==> src/rtl/ysyx_24090018_mem_arbiter.sv <==
// Two-master (IFU/LSU) arbiter onto a single memory port, one transaction in flight.
// Define YSYX_ARB_RR_EN for round-robin arbitration; otherwise the LSU has fixed priority.
module ysyx_24090018_mem_arbiter #(
  parameter int ADDR_WIDTH = 32,
  parameter int DATA_WIDTH = 32
) (
  input  logic                    clk,
  input  logic                    rst,
  input  logic                    ifu_req_valid_i,
  output logic                    ifu_req_ready_o,
  input  logic [ADDR_WIDTH-1:0]   ifu_addr_i,
  output logic                    ifu_resp_valid_o,
  input  logic                    ifu_resp_ready_i,
  output logic [DATA_WIDTH-1:0]   ifu_rdata_o,
  input  logic                    lsu_req_valid_i,
  output logic                    lsu_req_ready_o,
  input  logic [ADDR_WIDTH-1:0]   lsu_addr_i,
  input  logic                    lsu_wen_i,
  input  logic [DATA_WIDTH-1:0]   lsu_wdata_i,
  input  logic [DATA_WIDTH/8-1:0] lsu_wmask_i,
  output logic                    lsu_resp_valid_o,
  input  logic                    lsu_resp_ready_i,
  output logic [DATA_WIDTH-1:0]   lsu_rdata_o,
  output logic                    mem_req_valid_o,
  input  logic                    mem_req_ready_i,
  output logic [ADDR_WIDTH-1:0]   mem_addr_o,
  output logic                    mem_wen_o,
  output logic [DATA_WIDTH-1:0]   mem_wdata_o,
  output logic [DATA_WIDTH/8-1:0] mem_wmask_o,
  input  logic                    mem_resp_valid_i,
  output logic                    mem_resp_ready_o,
  input  logic [DATA_WIDTH-1:0]   mem_rdata_i,
  output logic                    busy_o
);

  typedef enum logic [1:0] {
    IDLE = 2'd0,
    REQ  = 2'd1,
    RESP = 2'd2
  } state_t;

  state_t                    state, state_nxt;
  logic                      owner_lsu;
  logic                      grant_lsu;
  logic                      ifu_acc, lsu_acc, resp_hs;
  logic [ADDR_WIDTH-1:0]     addr_q;
  logic                      wen_q;
  logic [DATA_WIDTH-1:0]     wdata_q;
  logic [DATA_WIDTH/8-1:0]   wmask_q;

`ifdef YSYX_ARB_RR_EN
  // Grant history only matters when both masters contend; reset favours the IFU.
  logic last_owner_lsu;

  always_ff @(posedge clk or negedge rst) begin
    if (!rst)         last_owner_lsu <= 1'b1;
    else if (resp_hs) last_owner_lsu <= owner_lsu;
  end

  assign grant_lsu = lsu_req_valid_i && (!ifu_req_valid_i || !last_owner_lsu);
`else
  assign grant_lsu = lsu_req_valid_i;
`endif

  // Ready is gated by rst so nothing is accepted while reset is held.
  assign ifu_acc = (state == IDLE) && rst && !grant_lsu && ifu_req_valid_i;
  assign lsu_acc = (state == IDLE) && rst && grant_lsu;
  assign resp_hs = mem_resp_valid_i && mem_resp_ready_o;

  always_ff @(posedge clk or negedge rst) begin
    if (!rst) begin
      state     <= IDLE;
      owner_lsu <= 1'b0;
      addr_q    <= '0;
      wen_q     <= 1'b0;
      wdata_q   <= '0;
      wmask_q   <= '0;
    end else begin
      state <= state_nxt;
      if (ifu_acc) begin
        owner_lsu <= 1'b0;
        addr_q    <= ifu_addr_i;
        wen_q     <= 1'b0;
        wdata_q   <= '0;
        wmask_q   <= '0;
      end else if (lsu_acc) begin
        owner_lsu <= 1'b1;
        addr_q    <= lsu_addr_i;
        wen_q     <= lsu_wen_i;
        wdata_q   <= lsu_wdata_i;
        wmask_q   <= lsu_wmask_i;
      end
    end
  end

  always_comb begin
    state_nxt        = state;
    ifu_req_ready_o  = 1'b0;
    lsu_req_ready_o  = 1'b0;
    mem_req_valid_o  = 1'b0;
    mem_resp_ready_o = 1'b0;
    ifu_resp_valid_o = 1'b0;
    lsu_resp_valid_o = 1'b0;
    ifu_rdata_o      = '0;
    lsu_rdata_o      = '0;
    case (state)
      IDLE: begin
        ifu_req_ready_o = ifu_acc;
        lsu_req_ready_o = lsu_acc;
        if (ifu_acc || lsu_acc) state_nxt = REQ;
      end
      REQ: begin
        mem_req_valid_o = 1'b1;
        if (mem_req_ready_i) state_nxt = RESP;
      end
      RESP: begin
        if (owner_lsu) begin
          lsu_resp_valid_o = mem_resp_valid_i;
          lsu_rdata_o      = mem_rdata_i;
          mem_resp_ready_o = lsu_resp_ready_i;
        end else begin
          ifu_resp_valid_o = mem_resp_valid_i;
          ifu_rdata_o      = mem_rdata_i;
          mem_resp_ready_o = ifu_resp_ready_i;
        end
        if (resp_hs) state_nxt = IDLE;
      end
      default: state_nxt = IDLE;
    endcase
  end

  assign mem_addr_o  = addr_q;
  assign mem_wen_o   = wen_q;
  assign mem_wdata_o = wdata_q;
  assign mem_wmask_o = wmask_q;
  assign busy_o      = (state != IDLE);

endmodule

==> config.mk <==
export PLATFORM = sky130hd
export DESIGN_NAME = ysyx_24090018_mem_arbiter
export DESIGN_NICKNAME = d
export VERILOG_FILES = /design/src/rtl/ysyx_24090018_mem_arbiter.sv
export SDC_FILE = /design/constraint.sdc
export NUM_CORES = 1
export LEC_CHECK = 0
export CORE_ASPECT_RATIO = 0.7
export CORE_UTILIZATION = 33
export CTS_CLUSTER_DIAMETER = 80
export DETAILED_ROUTE_END_ITERATION = 8
export PLACE_DENSITY = 0.81
export SYNTH_ARGS = -nofsm -noshare
export SYNTH_HDL_FRONTEND = slang
export SYNTH_SLANG_ARGS = --single-unit
==> constraint.sdc <==
create_clock -name clk -period 2.5 [get_ports clk]
set_input_delay 0.75 -clock clk [delete_from_list [all_inputs] [get_ports clk]]
set_output_delay 0.75 -clock clk [all_outputs]
set_load 0.005 [all_outputs]
==> impl_metrics.tcl <==
set metrics [dict create \
    cp-end-kind "output pin" \
    stdcell_area_um2 6950 \
    synth_top_area_share_pct 51.1 \
    grt_use_total_pct 23.9 \
    antennaDiodeCount 0 \
    syn_avg_cell_area_um2 10.1 \
    dpl_cell_area_um2 6580 \
    antenna_found_initial 0 \
    die-area_um2 11100 \
    drv_cap 0 \
    via_per_inst 5.04 \
    numCtsBuffers 9 \
    port_buffers 280 \
    p_per_area_nw_per_um2 960 \
    min_period_ns 2.44 \
    ys_seq_area_share_pct 51.1 \
    core_area_um2 10400 \
    die_width_um 126 \
    ant_nets 0 \
    arrival_ns 1.69 \
    totalWireLength_um 13900 \
    finalSetupViolCount 0 \
    worstHoldPathType "in2async" \
    ys_types 25 \
    required_ns 1.75 \
    tns_ns 0 \
    slew_headroom_pct 50.6 \
    netlist_instances 350 \
    root_buffer "clkbuf_16" \
    ys_top_cells_by_area "dfrtp_1 (51%), and2_1 (12%), a22o_1 (9.2%), o21ai_0 (4.7%), o31ai_1 (4.3%)" \
    synth_top_area_cell "dfrtp_1" \
    synthesis.area_um2 3530 \
    power.total_w 0.00667 \
    final_common_cell "clkdlybuf4s50_1" \
    clkLatencyLatePin_ns 0.32 \
    min_period_over_period_pct 97.5 \
    cts_tree "built" \
    die_h_um 88.5 \
    area_growth_pct 96.9 \
    violations "DRC" \
    ys.flop_type "dfrtp_1" \
    syn_nets 491 \
    critPathKind "in2out" \
    grt_max_degree 61 \
    grt_setup_unrepaired "no" \
    synthArstFlopShare_pct 100 \
    fin_nets 775 \
    max-clock-path-buffers 2 \
    synth-seq-cells 72 \
    ir_worst_vdd_v 0.000560 \
    dp_hpwl_um 10200 \
    worstPathMaxFanout 11 \
    worst_pin_slew_ns 0.741 \
    fmax_mhz 410 \
    hold_violations 0 \
    drcViolationCount 16 \
    synth-edff-count 0 \
    fin_worst_skew_ns 0.0118 \
    overflow 0 \
    gp_congestion 0.818 \
    most-common-layout-cells "clkdlybuf4s50_1 (209), dfrtp_1 (72), dlygate4sd2_1 (66)" \
    nFillCells 841 \
    status "complete, but fails checks" \
    cts.htree.levels 3 \
    firstDrtPassIters 7 \
    drive_above_1_share_pct 8.92 \
    cts.sinks 72 \
    slew_violations 0 \
    power_leakage_nw 3.24 \
    ys_warn_count 0 \
    drtIter0Drc 235 \
    met1_usage_pct 29.2 \
    busiest_layer "met2" \
    use_met3_pct 7.01 \
    grt_first_pass_wirelength_um 20600 \
    grt_pass1_vias 3878 \
    io_pins 281 \
    clk_pin_slew_ns 0.06 \
    start_util_pct 34.1 \
    startpoint_type "primary input" \
    worst_r2r_path_depth 5 \
    dr_total_vias 3887 \
    core.rowCount 31 \
    wl_per_cell_um 18.1 \
    use_met2_pct 42.1 \
]
-- registers in the layout, indices dropped and copies added (netlist names) --
register,flops
mem_addr_o,32
mem_wdata_o,32
mem_wmask_o,4
state,2
mem_wen_o,1
owner_lsu,1
-- cell type report --
type                    instances  area, um^2  share of cell area (%)
repair buffers                309        3060                    44.0
flip-flops and latches         72        1800                    25.9
multi-input cells             239        1600                    23.0
clock buffers                  10         239                    3.44
well taps                     132         165                    2.38
clock inverters                 6        75.1                    1.08
inverters                       3        11.3                   0.162
-- final timing paths --
check	start	to	slack (ns)
max	lsu_req_valid_i	ifu_req_ready_o	0.06
min	rst	mem_addr_o[20]$_DFFE_PN0P_	0.41
max reg2reg	state[1]$_DFFE_PN0P_	mem_addr_o[9]$_DFFE_PN0P_	0.60
min reg2reg	mem_wdata_o[18]$_DFFE_PN0P_	mem_wdata_o[18]$_DFFE_PN0P_	0.50
max in group asynchronous	rst	state[0]$_DFFE_PN0P_	1.36
min in group clk	mem_wdata_o[18]$_DFFE_PN0P_	mem_wdata_o[18]$_DFFE_PN0P_	0.50
-- through the flow --
step	worst slack, ns	std cells	hold slack [ns]	utilization (%)
4_1_cts	-0.114	768	0.418	66.8
5_1_grt	0.0143	771	0.431	67.1
2_1_floorplan	0.370	350	0.454	-
6_report	0.0630	771	0.415	67.1
3_5_place_dp	-0.300	748	0.482	63.6
3_3_place_gp	-0.293	748	0.484	63.6
-- synth_stat cells (3+ instances only) --
library cell and number:
dfrtp_1 72, o21ai_0 33, nor2_1 26, inv_1 3, buf_2 4, and2_1 66, a22o_1 37, o31ai_1 20
a21oi_1 20, clkbuf_1 30, a2bb2oi_1 12, a311oi_1 12
-- power by group --
part | internal, W | switching (W) | total, W
logic | 0.00206 | 0.00119 | 0.00325
clock network | 0.000814 | 0.000507 | 0.00132
registers | 0.00175 | 0.000350 | 0.00210
total | 0.00462 | 0.00205 | 0.00667
-- per-layer routing --
| layer | wire length (um) | share of wire [%] |
|---|---|---|
| met4 | 125 | 0.90 |
| met1 | 5800 | 42 |
| met3 | 1060 | 7.6 |
| met2 | 6950 | 50 |
| met5 | 0 | 0 |
-- kinds of logic after synthesis --
kind of cell | share of synthesized area [%]
AOI/OAI and AO/OA | 27.2
buffers and inverters | 4.72
DFF | 51.1
muxes | 0.284
and+or+nand+nor | 16.7
-- timing repair --
action	4_1_cts	5_1_grt
pin swaps	1	1
setup endpoints to repair	69	3
buffers inserted	2	3
resized for setup	81	4
hold buffers	0	0
gates cloned	2	0
-- critical path: stages --
cell and delay [ns]:
clkdlybuf4s50_1 0.49, buf_6 0.14, nor2_1 0.05, dlygate4sd2_1 0.25
(Power assumes the default switching activity.)
